==> config.mk <==
export PLATFORM = sky130hd
export DESIGN_NAME = ov5640_capture_ctrl
export DESIGN_NICKNAME = d
export VERILOG_FILES = /design/src/rtl/ov5640_pkg.sv /design/src/rtl/ov5640_geom_meas.sv /design/src/rtl/ov5640_capture_ctrl.sv
export SDC_FILE = /design/constraint.sdc
export NUM_CORES = 1
export LEC_CHECK = 0
export ABC_AREA = 1
export CAP_MARGIN = 20
export CORE_MARGIN = 2
export CORE_UTILIZATION = 32
export DETAILED_ROUTE_END_ITERATION = 8
export PLACE_DENSITY = 0.57
export SLEW_MARGIN = 5
export SYNTH_ARGS = -nofsm -noshare
export SYNTH_HDL_FRONTEND = slang
export SYNTH_SLANG_ARGS = --single-unit
export TNS_END_PERCENT = 10
==> constraint.sdc <==
create_clock -name CCD_PCLK -period 4.3 [get_ports CCD_PCLK]
set_input_delay 1.075 -clock CCD_PCLK [delete_from_list [all_inputs] [get_ports CCD_PCLK]]
set_output_delay 1.075 -clock CCD_PCLK [all_outputs]
set_load 0.02 [all_outputs]
==> src/rtl/ov5640_pkg.sv <==
// Shared types for the OV5640 capture controller: FSM encoding and lock default.
package ov5640_pkg;

  // Bit 1 = session gate (capture_on), bit 2 = store enable, so both outputs are raw state bits.
  typedef enum logic [2:0] {
    ST_IDLE = 3'b000,
    ST_LOCK = 3'b001,
    ST_SKIP = 3'b010,
    ST_CAPT = 3'b110
  } cap_state_e;

  localparam int          LOCK_FRAMES_DEF = 2;
  localparam logic [15:0] CNT_MAX         = 16'hFFFF;

endpackage

==> src/rtl/ov5640_geom_meas.sv <==
// Sensor sync resampling, edge detection, line/frame geometry measurement and lock tracking.
module ov5640_geom_meas
  import ov5640_pkg::*;
#(
  parameter int LOCK_FRAMES = LOCK_FRAMES_DEF
) (
  input  logic        CCD_PCLK,
  input  logic        CCD_RSTN,
  input  logic        CCD_VSYNC,
  input  logic        CCD_HSYNC,
  input  logic [15:0] expect_width,
  input  logic [15:0] expect_height,
  output logic        vs_neg,
  output logic        frame_good,
  output logic        frame_valid
);

  localparam int LW = (LOCK_FRAMES < 1) ? 1 : $clog2(LOCK_FRAMES + 1);
  localparam logic [LW-1:0] LOCK_MAX = LW'(LOCK_FRAMES);

  logic          vs_d1_q, vs_d2_q, hs_d1_q, hs_d2_q;
  logic          vs_d1_d, vs_d2_d, hs_d1_d, hs_d2_d;
  logic [15:0]   hcount_q, hcount_d, vcount_q, vcount_d;
  logic          line_bad_q, line_bad_d;
  logic [LW-1:0] lock_cnt_q, lock_cnt_d;
  logic          hs_neg;

  assign vs_neg      = vs_d2_q & ~vs_d1_q;
  assign hs_neg      = hs_d2_q & ~hs_d1_q;
  assign frame_good  = ~line_bad_q && (vcount_q == expect_height);
  assign frame_valid = (lock_cnt_q == LOCK_MAX);

  always_comb begin
    vs_d1_d    = CCD_VSYNC;
    vs_d2_d    = vs_d1_q;
    hs_d1_d    = CCD_HSYNC;
    hs_d2_d    = hs_d1_q;
    hcount_d   = hcount_q;
    vcount_d   = vcount_q;
    line_bad_d = line_bad_q;
    lock_cnt_d = lock_cnt_q;

    if (vs_neg || hs_neg)                     hcount_d = '0;
    else if (hs_d1_q && hcount_q != CNT_MAX)  hcount_d = hcount_q + 16'd1;

    if (vs_neg)                               vcount_d = '0;
    else if (hs_neg && vcount_q != CNT_MAX)   vcount_d = vcount_q + 16'd1;

    if (vs_neg)                                       line_bad_d = 1'b0;
    else if (hs_neg && hcount_q != expect_width)      line_bad_d = 1'b1;

    // Any bad frame drops lock completely; good frames climb back one at a time.
    if (vs_neg) begin
      if (!frame_good)               lock_cnt_d = '0;
      else if (lock_cnt_q != LOCK_MAX) lock_cnt_d = lock_cnt_q + 1'b1;
    end
  end

  always_ff @(posedge CCD_PCLK or negedge CCD_RSTN) begin
    if (!CCD_RSTN) begin
      vs_d1_q    <= 1'b0;
      vs_d2_q    <= 1'b0;
      hs_d1_q    <= 1'b0;
      hs_d2_q    <= 1'b0;
      hcount_q   <= '0;
      vcount_q   <= '0;
      line_bad_q <= 1'b0;
      lock_cnt_q <= '0;
    end else begin
      vs_d1_q    <= vs_d1_d;
      vs_d2_q    <= vs_d2_d;
      hs_d1_q    <= hs_d1_d;
      hs_d2_q    <= hs_d2_d;
      hcount_q   <= hcount_d;
      vcount_q   <= vcount_d;
      line_bad_q <= line_bad_d;
      lock_cnt_q <= lock_cnt_d;
    end
  end

endmodule

==> src/rtl/ov5640_capture_ctrl.sv <==
// OV5640 capture session controller: waits for geometry lock, then gates whole frames to the store path.
module ov5640_capture_ctrl
  import ov5640_pkg::*;
#(
  parameter int LOCK_FRAMES = LOCK_FRAMES_DEF
) (
  input  logic        CCD_PCLK,
  input  logic        CCD_RSTN,
  input  logic        CCD_VSYNC,
  input  logic        CCD_HSYNC,
  input  logic [15:0] expect_width,
  input  logic [15:0] expect_height,
  input  logic        start_req,
  input  logic        stop_req,
  input  logic [3:0]  frame_skip,
  input  logic [15:0] frame_limit,
  output logic        capture_on,
  output logic        frame_store_en,
  output logic        frame_valid,
  output logic        frame_done,
  output logic        geom_err,
  output logic        busy,
  output logic [15:0] frame_cnt
);

  logic vs_neg, frame_good;

  ov5640_geom_meas #(.LOCK_FRAMES(LOCK_FRAMES)) u_geom (
    .CCD_PCLK      (CCD_PCLK),
    .CCD_RSTN      (CCD_RSTN),
    .CCD_VSYNC     (CCD_VSYNC),
    .CCD_HSYNC     (CCD_HSYNC),
    .expect_width  (expect_width),
    .expect_height (expect_height),
    .vs_neg        (vs_neg),
    .frame_good    (frame_good),
    .frame_valid   (frame_valid)
  );

  cap_state_e  state_q, state_d;
  logic [15:0] frame_cnt_q, frame_cnt_d, cnt_inc;
  logic [3:0]  skip_cnt_q, skip_cnt_d;
  logic        stop_pend_q, stop_pend_d;
  logic        frame_done_q, frame_done_d, geom_err_q, geom_err_d;

  assign cnt_inc = frame_cnt_q + 16'd1;

  always_ff @(posedge CCD_PCLK or negedge CCD_RSTN) begin
    if (!CCD_RSTN) begin
      state_q      <= ST_IDLE;
      frame_cnt_q  <= '0;
      skip_cnt_q   <= '0;
      stop_pend_q  <= 1'b0;
      frame_done_q <= 1'b0;
      geom_err_q   <= 1'b0;
    end else begin
      state_q      <= state_d;
      frame_cnt_q  <= frame_cnt_d;
      skip_cnt_q   <= skip_cnt_d;
      stop_pend_q  <= stop_pend_d;
      frame_done_q <= frame_done_d;
      geom_err_q   <= geom_err_d;
    end
  end

  always_comb begin
    state_d      = state_q;
    frame_cnt_d  = frame_cnt_q;
    skip_cnt_d   = skip_cnt_q;
    stop_pend_d  = stop_pend_q;
    frame_done_d = 1'b0;
    geom_err_d   = 1'b0;
    case (state_q)
      ST_IDLE: if (start_req && !stop_req) begin
        frame_cnt_d = '0;
        stop_pend_d = 1'b0;
        state_d     = ST_LOCK;
      end
      // frame_valid is the pre-edge value, so the frame starting now is already known-good geometry.
      ST_LOCK: begin
        if (stop_req)                      state_d = ST_IDLE;
        else if (vs_neg && frame_valid)    state_d = ST_CAPT;
      end
      ST_CAPT: begin
        if (stop_req) stop_pend_d = 1'b1;
        if (vs_neg) begin
          if (!frame_good) begin
            geom_err_d = 1'b1;
            state_d    = ST_LOCK;
          end else begin
            frame_done_d = 1'b1;
            frame_cnt_d  = cnt_inc;
            if (stop_pend_d || (frame_limit != 16'd0 && cnt_inc == frame_limit)) state_d = ST_IDLE;
            else if (frame_skip != 4'd0) begin
              skip_cnt_d = frame_skip;
              state_d    = ST_SKIP;
            end
          end
        end
      end
      ST_SKIP: begin
        if (stop_req) state_d = ST_IDLE;
        else if (vs_neg) begin
          if (skip_cnt_q == 4'd1) state_d    = ST_CAPT;
          else                    skip_cnt_d = skip_cnt_q - 4'd1;
        end
      end
      default: state_d = ST_IDLE;
    endcase
  end

  always_comb begin
    capture_on     = state_q[1];
    frame_store_en = state_q[2];
    busy           = (state_q != ST_IDLE);
    frame_done     = frame_done_q;
    geom_err       = geom_err_q;
    frame_cnt      = frame_cnt_q;
  end

endmodule

==> results.sh, run 1 <==
export IMPL_clock_root_buffer="clkbuf_16"
export IMPL_drc=0
export IMPL_cpPeakStageDelay_ns=0.46
export IMPL_layout_drive_gt1_share=0.115
export IMPL_ant_nets=0
export IMPL_r2r_end="frame_cnt[6]"
export IMPL_clkLatencyLatePin_ns=0.34
export IMPL_async_reset_ff_frac=1.00
export IMPL_clockBufferDepth=2
export IMPL_status="finished clean"
export IMPL_p_per_area_nw_per_um2=319
export IMPL_setup_tns_ns=0
export IMPL_synthFlopType="dfrtp_1"
export IMPL_setup_viol=0
export IMPL_maxSlewHeadroom=0.511
export IMPL_initial_utilization=0.329
export IMPL_path_cells="clkdlybuf4s50_1 -> inv_1 -> nand2_1 -> nand2_1 -> clkinv_1 -> nand4_1 -> nor4_1 -> nand3_1 -> inv_2 -> nand2_2 -> nand2_2 -> o21ai_0"
export IMPL_skew_ns=0.00828
export IMPL_cpLargestDelayFamily="simple AND/OR/NAND/NOR gates"
export IMPL_coreArea_um2=14000
export IMPL_max_freq_mhz=337
export IMPL_synthesis_nets=701
export IMPL_wl_per_cell_um=13.6
export IMPL_cap_violations=0
export IMPL_synth_edff_count=0
export IMPL_via_per_inst=4.92
export IMPL_overflow=0
export IMPL_maxSlewViolCount=0
export IMPL_dieArea_um2=15400
export IMPL_syn_area_per_cell_um2=7.23
export IMPL_path_max_fanout=16
export IMPL_ir_worst_vdd_mv=0.192
export IMPL_rsz0062_at_grt="false"
export IMPL_layout_nets=787
export IMPL_post_route_min_period_ns=2.97
export IMPL_timing_hold_ws_ns=0.385
export IMPL_critPathBufInv=4
export IMPL_cts_resized=0
export IMPL_ys_seq_area_frac=0.353
export IMPL_critPathRequiredTime_ns=4.50
export IMPL_rrSetupSlack_ns=2.04
export IMPL_dr_first_iter_drc_count=247
export IMPL_die_x_um=124
export IMPL_area_delta_synth_final_pct=28.4
export IMPL_timing_rr_start="u_geom.vcount_q[0]"
export IMPL_hp_class="register to register"
export IMPL_syn_cell_area_um2=4600
export IMPL_place_congestion=0.884
export IMPL_synth_seq_cells=65
export IMPL_total_power_w=0.00188
export IMPL_holdBufCountCts=0
export IMPL_antenna_found_initial=0
export IMPL_ys_types=45
export IMPL_fin_crit_sh=0.691
export IMPL_path_class="primary input to register"
export IMPL_max_slew_worst_pin_slew_ns=0.733
export IMPL_rows=43
export IMPL_yosysWarnings=0
export IMPL_track_usage=0.168
export IMPL_p_leak_nw=2.58
export IMPL_placed_cells=891
export IMPL_grt_max_degree=34
export IMPL_cts_tree="yes"
export IMPL_path_depth=12
export IMPL_dr_total_vias=4470
export IMPL_first_pass_iters=6
export IMPL_htree_levels=3
export IMPL_worstPathArrival_ns=3.18
export IMPL_wirelength_um=12300
export IMPL_io_pins=80
export IMPL_first_global_vias=4301
export IMPL_synth_cells=637
export IMPL_grt_pass1_wl_um=20300
export IMPL_cp_end_kind="register"
export IMPL_start_kind="primary input"
export IMPL_dp_hpwl_um=9520
export IMPL_mostFrequentLayoutCells="157 x nand2_1, 93 x inv_1, 78 x clkdlybuf4s50_1"
export IMPL_hold_viol_final=0
export IMPL_cts_sinks=65
export IMPL_diodes=0
export IMPL_cts_buffers=9
export IMPL_final_common_cell="nand2_1"
export IMPL_port_buffers=79
export IMPL_startpoint="expect_height[3]"
export IMPL_fp_dieH_um=124
export IMPL_ff2ff_path_depth=9
export IMPL_critPathSlowestCell="clkdlybuf4s50_1"
export IMPL_cts_reportedPaths_clkPinSlew_ns=0.06
export IMPL_fin_cells=908
export IMPL_cts_setup_buffers=0
export IMPL_setup_worst_path_end="frame_cnt[6]"
-- registers in the layout, summed over array words and instances (netlist names) --
signal             flops
u_geom.vcount_q       16
u_geom.hs_d2_q         1
u_geom.lock_cnt_q      2
state_q                3
u_geom.hs_d1_q         1
u_geom.vs_d1_q         1
u_geom.vs_d2_q         1
geom_err               1
stop_pend_q            1
frame_cnt             16
frame_done             1
u_geom.hcount_q       16
u_geom.line_bad_q      1
skip_cnt_q             4
-- routing by layer --
metal / part of all wire / global-route usage / vias to the layer above
met5: 0 / 0 / -
met1: 0.45 / 0.215 / 2076
met3: 0.061 / 0.0426 / 16
li1: - / - / 2243
met2: 0.48 / 0.289 / 135
met4: 0.0085 / 0.0316 / 0
-- logic make-up (layout without fill, tap and decap cells) --
| family | after synthesis | count (layout) | share of synthesized area |
|---|---|---|---|
| buffers and inverters | 110 | 201 | 0.0935 |
| DFF | 65 | 65 | 0.353 |
| xor gates and xnor gates | 31 | 31 | 0.0622 |
| and+or+nand+nor | 343 | 343 | 0.363 |
| adders and majority gates | 6 | 6 | 0.0163 |
| AOI/OAI and AO/OA | 82 | 82 | 0.111 |
-- cell type report --
| cell class | instances | area, µm² |
|---|---|---|
| inverters | 104 | 390 |
| flip-flops and latches | 65 | 1630 |
| well taps | 180 | 225 |
| repair buffers | 81 | 798 |
| fillers | 1472 | 8080 |
| clock inverters | 7 | 100 |
| multi-input cells | 462 | 2550 |
| clock buffers | 9 | 225 |
-- synth_stat cells (2+ instances only) --
cell | number | area (µm²)
nand2_2 | 13 | 81.3
a21oi_1 | 16 | 80.1
buf_6 | 2 | 22.5
nor4_1 | 7 | 43.8
o22ai_1 | 13 | 81.3
o21ai_0 | 25 | 125
xnor2_1 | 10 | 87.6
ha_1 | 6 | 75.1
dfrtp_1 | 65 | 1630
o31ai_1 | 2 | 15.0
o21ai_2 | 7 | 61.3
nand2_1 | 157 | 589
nor3_1 | 11 | 55.1
buf_2 | 2 | 10.0
nor2_2 | 10 | 62.6
clkinv_1 | 2 | 7.51
or2_2 | 2 | 12.5
nor2_4 | 8 | 90.1
a221oi_1 | 2 | 17.5
inv_1 | 93 | 349
nand3_2 | 5 | 50.1
nor2_1 | 48 | 180
nand2_4 | 2 | 22.5
nand4_1 | 20 | 125
o22ai_2 | 2 | 25.0
o21ai_1 | 8 | 40.0
a211oi_1 | 3 | 22.5
inv_2 | 9 | 33.8
nor3_2 | 2 | 20.0
nand3_1 | 51 | 255
xor2_1 | 20 | 175
-- through the flow --
stage	cell area (µm²)	worst slack, ns	util
final	5910	1.33	0.423
after global routing	5910	1.05	0.423
after CTS	5910	1.34	0.422
after detailed placement	5580	0.989	0.399
after global placement	5580	1.07	0.399
after floorplan	4600	1.97	-
-- worst min path at each step --
stage | start | cells after the start | to | slack, ns
2_1_floorplan | u_geom.hs_d1_q | 0 | u_geom.hs_d2_q | 0.35
3_3_place_gp | u_geom.hs_d1_q | 0 | u_geom.hs_d2_q | 0.37
3_5_place_dp | u_geom.hs_d1_q | 0 | u_geom.hs_d2_q | 0.37
4_1_cts | u_geom.hs_d1_q | 0 | u_geom.hs_d2_q | 0.38
5_1_grt | u_geom.hs_d1_q | 0 | u_geom.hs_d2_q | 0.39
6_report | u_geom.hs_d1_q | 0 | u_geom.hs_d2_q | 0.39
-- power by group --
| part | leakage (nW) | switching, W | internal (W) | total (W) |
|---|---|---|---|---|
| clock network | 0.161 | 0.000294 | 0.000513 | 0.000807 |
| logic | 1.54 | 0.000220 | 0.000162 | 0.000382 |
| registers | 0.886 | 0.0000435 | 0.000652 | 0.000696 |
-- worst reg2reg max path: cells and delay by family, from the launching register on --
kind                   cells  cell delay [ns]
AO/OA/AOI/OAI              1             0.14
buffers and inverters      2             0.32
flip-flops                 1             0.38
AND/OR/NAND/NOR            6             1.30
Note: power is estimated with default switching activity, not from simulation.
==> run 2: changes to the inputs <==
==> constraint.sdc (replaced) <==
create_clock -name CCD_PCLK -period 2.9 [get_ports CCD_PCLK]
set_input_delay 0.725 -clock CCD_PCLK [delete_from_list [all_inputs] [get_ports CCD_PCLK]]
set_output_delay 0.725 -clock CCD_PCLK [all_outputs]
set_load 0.02 [all_outputs]
==> run 2 against run 1 <==
First-iteration DRC count increased by 31%. Die area is the same. Clock skew is 0.0048 ns lower. Global-route usage about the same. Flip-flop and latch count unchanged. Highest routed layer unchanged.
==> results.sh, run 2 (same netlist as run 1, synthesis figures left out) <==
export IMPL_critPathBufInv=3
export IMPL_ant_nets=0
export IMPL_wl_per_cell_um=13.5
export IMPL_comb_power_share=0.189
export IMPL_cap_violations=0
export IMPL_clock_root_buffer="clkbuf_16"
export IMPL_p_leak_nw=2.62
export IMPL_maxSlewHeadroom=0.558
export IMPL_max_slew_worst_pin_slew_ns=0.663
export IMPL_track_usage=0.169
export IMPL_fin_crit_sh=0.872
export IMPL_rsz0062_at_grt="false"
export IMPL_ir_worst_vdd_mv=0.341
export IMPL_p_clk_frac=0.461
export IMPL_critPathSlowestCell="clkdlybuf4s50_1"
export IMPL_total_power_w=0.00295
export IMPL_initial_utilization=0.329
export IMPL_coreArea_um2=14000
export IMPL_dr_first_iter_drc_count=323
export IMPL_port_buffers=79
export IMPL_cts_sinks=65
export IMPL_cts_setup_buffers=0
export IMPL_p_sw_w=0.000773
export IMPL_layout_drive_gt1_share=0.118
export IMPL_cpPeakStageDelay_ns=0.56
export IMPL_mostFrequentLayoutCells="157 x nand2_1, 93 x inv_1, 78 x clkdlybuf4s50_1"
export IMPL_grt_pass1_wl_um=20300
export IMPL_setup_viol=0
export IMPL_path_max_fanout=4
export IMPL_pwr_share_seq=0.349
export IMPL_fp_dieH_um=124
export IMPL_dp_hpwl_um=9700
export IMPL_cts_buffers=9
export IMPL_start_kind="register"
export IMPL_timing_hold_ws_ns=0.378
export IMPL_skew_ns=0.00347
export IMPL_first_global_vias=4287
export IMPL_area_delta_synth_final_pct=30.2
export IMPL_path_cells="nor2_1 -> inv_1 -> nor2_1 -> inv_1 -> clkdlybuf4s50_1"
export IMPL_diodes=0
export IMPL_maxSlewViolCount=0
export IMPL_htree_levels=3
export IMPL_critPathRequiredTime_ns=2.17
export IMPL_final_util=0.429
export IMPL_place_congestion=0.879
export IMPL_drc=0
export IMPL_wirelength_um=12300
export IMPL_first_pass_iters=5
export IMPL_clockBufferDepth=2
export IMPL_antenna_found_initial=0
export IMPL_worstPathArrival_ns=1.80
export IMPL_path_class="register to output pin"
export IMPL_cp_end_kind="output pin"
export IMPL_die_x_um=124
export IMPL_status="finished clean"
export IMPL_hp_class="register to register"
export IMPL_p_per_area_nw_per_um2=493
export IMPL_cpLargestDelayFamily="buffers and inverters"
export IMPL_dr_total_vias=4408
export IMPL_p_int_w=0.00218
export IMPL_holdBufCountCts=0
export IMPL_rows=43
export IMPL_io_pins=80
export IMPL_overflow=0
export IMPL_cts_tree="yes"
export IMPL_fill_cells=1436
export IMPL_power_switching_share=0.262
export IMPL_layout_nets=789
export IMPL_setup_tns_ns=0
export IMPL_final_common_cell="nand2_1"
export IMPL_cts_resized=0
export IMPL_via_per_inst=4.84
export IMPL_post_route_min_period_ns=2.53
export IMPL_grt_max_degree=39
export IMPL_clkLatencyLatePin_ns=0.33
export IMPL_dieArea_um2=15400
export IMPL_cts_reportedPaths_clkPinSlew_ns=0.05
export IMPL_max_freq_mhz=395
export IMPL_hold_viol_final=0
## run 2: power groups by stage
| stage | combinational [W] | sequential (W) | clock, W |
|---|---|---|---|
| 2_1_floorplan | 0.000330 | 0.00104 | 0 |
| 3_3_place_gp | 0.000551 | 0.00105 | 0 |
| 3_5_place_dp | 0.000561 | 0.00105 | 0 |
| 4_1_cts | 0.000566 | 0.00103 | 0.00139 |
| 5_1_grt | 0.000624 | 0.00104 | 0.00143 |
| 6_report | 0.000559 | 0.00103 | 0.00136 |
## run 2: stage by stage
stage | instances | instance area, µm² | setup WS (ns)
detailed placement | 894 | 5620 | 0.0923
floorplan | 637 | 4600 | 0.920
CTS | 910 | 6000 | 0.359
finish | 910 | 6000 | 0.372
global route | 910 | 6000 | 0.193
global placement | 894 | 5620 | 0.189
## run 2: worst paths after layout
path	start	to	slack (ns)	cells past startpoint
max	state_q[1]	busy	0.37	5
min	u_geom.hs_d1_q	u_geom.hs_d2_q	0.38	0
max reg2reg	frame_cnt[1]	state_q[2]	0.71	16
min reg2reg	u_geom.hs_d1_q	u_geom.hs_d2_q	0.38	0
max in group asynchronous	CCD_RSTN	u_geom.hcount_q[10]	1.84	2
min in group asynchronous	CCD_RSTN	u_geom.vs_d2_q	0.43	1
## run 2: worst register-to-register path, cell delays in order, from the launching register on
cell and delay (ns):
dfrtp_1 0.45, ha_1 0.27, nand2_2 0.10, nor2_4 0.18
nand2_1 0.08, nand2_1 0.07, nand2_2 0.06, nand2_1 0.06
nand2_1 0.04, nor2_1 0.08, nand2_1 0.07, nor2_2 0.14
nand3_2 0.15, nand3_2 0.10, nand2_2 0.08, nand2_1 0.08
o21ai_1 0.06
## run 2: final cells by class
cell class,instances,area (µm²),area share
clock buffers,11,253,0.0422
clock inverters,5,125,0.0209
inverters,104,390,0.0651
multi-input cells,462,2550,0.425
flip-flops and latches,65,1630,0.271
well taps,180,225,0.0376
repair buffers,83,828,0.138
## run 2: metal layers
layer,part of all wire,up-vias,wire [µm],global-route usage
met5,0,-,0,0
met4,0.017,0,207,0.0478
met3,0.043,16,532,0.0334
met2,0.47,88,5830,0.284
met1,0.47,2049,5730,0.220
li1,-,2255,-,-
==> run 3: changes to the inputs <==
--- a/config.mk
+++ b/config.mk
@@ -7,7 +7,6 @@
 export LEC_CHECK = 0
 export ABC_AREA = 1
 export CAP_MARGIN = 20
-export CORE_MARGIN = 2
 export CORE_UTILIZATION = 32
 export DETAILED_ROUTE_END_ITERATION = 8
 export PLACE_DENSITY = 0.57
==> run 3 against run 2 <==
Non-clock buffer count rose by 1. Cell count is 0.11% higher. Clock power decreased by 15%. Flip-flop and latch count unchanged. Via count is 0.61% higher. Critical endpoint unchanged. Largest cell class unchanged. Largest power group unchanged.
==> results.sh, run 3 (same netlist as run 1, synthesis figures left out) <==
export IMPL_status="finished clean"
export IMPL_cpLargestDelayFamily="buffers and inverters"
export IMPL_place_congestion=0.891
export IMPL_dr_total_vias=4435
export IMPL_layout_nets=790
export IMPL_cts_tree="yes"
export IMPL_p_clk_frac=0.422
export IMPL_path_max_fanout=5
export IMPL_rrSetupSlack_ns=0.66
export IMPL_grt_max_degree=37
export IMPL_p_int_w=0.00195
export IMPL_path_cells="nor2_1 -> inv_1 -> nor2_1 -> inv_1 -> clkdlybuf4s50_1"
export IMPL_final_util=0.426
export IMPL_fill_cells=1413
export IMPL_dr_first_iter_drc_count=259
export IMPL_setup_tns_ns=0
export IMPL_track_usage=0.180
export IMPL_critPathRequiredTime_ns=2.17
export IMPL_first_global_vias=4411
export IMPL_htree_levels=3
export IMPL_cts_sinks=65
export IMPL_fp_dieH_um=122
export IMPL_cts_resized=0
export IMPL_drc=0
export IMPL_diodes=0
export IMPL_final_common_cell="nand2_1"
export IMPL_critPathSlowestCell="clkdlybuf4s50_1"
export IMPL_power_switching_share=0.288
export IMPL_maxSlewHeadroom=0.523
export IMPL_timing_rr_start="frame_cnt[1]"
export IMPL_comb_power_share=0.203
export IMPL_clockBufferDepth=2
export IMPL_coreArea_um2=13900
export IMPL_setup_viol=0
export IMPL_hold_viol_final=0
export IMPL_clkLatencyLatePin_ns=0.34
export IMPL_max_slew_worst_pin_slew_ns=0.715
export IMPL_total_power_w=0.00274
export IMPL_port_buffers=79
export IMPL_cts_reportedPaths_clkPinSlew_ns=0.06
export IMPL_ir_worst_vdd_mv=0.262
export IMPL_cp_end_kind="output pin"
export IMPL_worstHoldPathCells=0
export IMPL_clock_root_buffer="clkbuf_16"
export IMPL_initial_utilization=0.330
export IMPL_hp_class="register to register"
export IMPL_mostFrequentLayoutCells="157 x nand2_1, 93 x inv_1, 78 x clkdlybuf4s50_1"
export IMPL_grt_pass1_wl_um=20700
export IMPL_wirelength_um=12400
export IMPL_post_route_min_period_ns=2.50
export IMPL_rsz0062_at_grt="false"
export IMPL_r2r_end="state_q[2]"
export IMPL_via_per_inst=4.87
export IMPL_cpPeakStageDelay_ns=0.55
export IMPL_layout_area_seq_um2=1630
export IMPL_hold_end="u_geom.hs_d2_q"
export IMPL_first_pass_iters=5
export IMPL_rows=43
export IMPL_path_depth=5
export IMPL_p_leak_nw=2.60
export IMPL_worstPathArrival_ns=1.77
export IMPL_start_kind="register"
export IMPL_dieArea_um2=14900
export IMPL_cts_setup_buffers=0
export IMPL_p_sw_w=0.000791
export IMPL_cts_buffers=9
export IMPL_wl_per_cell_um=13.6
export IMPL_antenna_found_initial=0
export IMPL_io_pins=80
export IMPL_die_x_um=122
export IMPL_min_from="u_geom.hs_d1_q"
export IMPL_multi_input_area_um2=2550
export IMPL_max_freq_mhz=401
export IMPL_ant_nets=0
export IMPL_skew_ns=0.00642
export IMPL_maxSlewViolCount=0
export IMPL_area_delta_synth_final_pct=28.9
export IMPL_fin_crit_sh=0.860
export IMPL_p_per_area_nw_per_um2=462
export IMPL_path_class="register to output pin"
export IMPL_ff2ff_path_depth=16
export IMPL_holdBufCountCts=0
export IMPL_layout_drive_gt1_share=0.119
export IMPL_dp_hpwl_um=9580
export IMPL_pwr_share_seq=0.375
export IMPL_cap_violations=0
export IMPL_critPathBufInv=3
export IMPL_overflow=0
==> run 3: cell count changes in the layout (fill, tap and decap cells not counted) <==
cell,previous run,this run
clkinv_2,1,5
bufinv_16,4,2
clkbuf_8,2,0
buf_4,3,4
==> run 3: power groups by stage <==
stage	Clock (W)	Sequential (W)	Combinational, W
2_1_floorplan	0	0.00104	0.000330
3_3_place_gp	0	0.00104	0.000549
3_5_place_dp	0	0.00104	0.000560
4_1_cts	0.00118	0.00103	0.000562
5_1_grt	0.00123	0.00104	0.000629
6_report	0.00116	0.00103	0.000558
==> run 3: layout make-up <==
type                       instances  share of cell area
timing repair buffer              84               0.141
sequential                        65               0.274
multi-input combinational        462               0.429
inverter                         104              0.0658
clock buffer                       9              0.0379
tap                              180              0.0379
clock inverter                     7              0.0143
==> run 3: per-layer routing <==
metal  global-route usage  wire length, µm
met1                0.222             5730
met2                0.306             6010
met3               0.0445              530
met4               0.0586              153
met5                    0                0
==> run 3: worst max-delay path by stage <==
stage               slack, ns             to             start
floorplan                0.92     state_q[2]      frame_cnt[1]
global placement         0.12  frame_cnt[14]  expect_height[3]
detailed placement       0.11   frame_cnt[5]  expect_height[3]
global route             0.31           busy        state_q[2]
CTS                      0.41           busy        state_q[2]
finish                   0.40           busy        state_q[2]
==> run 3: worst reg2reg max path, cell delays in order (launching register included) <==
cell     delay, ns
dfrtp_1       0.46
ha_1          0.28
nand2_2       0.11
nor2_4        0.18
nand2_1       0.08
nand2_1       0.07
nand2_2       0.07
nand2_1       0.06
nand2_1       0.05
nor2_1        0.10
nand2_1       0.08
nor2_2        0.13
nand3_2       0.14
nand3_2       0.10
nand2_2       0.08
nand2_1       0.09
o21ai_1       0.06
==> run 3: stage by stage <==
| step | hold WS (ns) | std cells | setup slack, ns | area [µm²] |
|---|---|---|---|---|
| after global routing | 0.412 | 911 | 0.312 | 5940 |
| final | 0.404 | 911 | 0.405 | 5940 |
| after global placement | 0.388 | 895 | 0.118 | 5630 |
| after detailed placement | 0.397 | 895 | 0.110 | 5630 |
| after CTS | 0.410 | 911 | 0.405 | 5940 |
| after floorplan | 0.354 | 637 | 0.920 | 4600 |
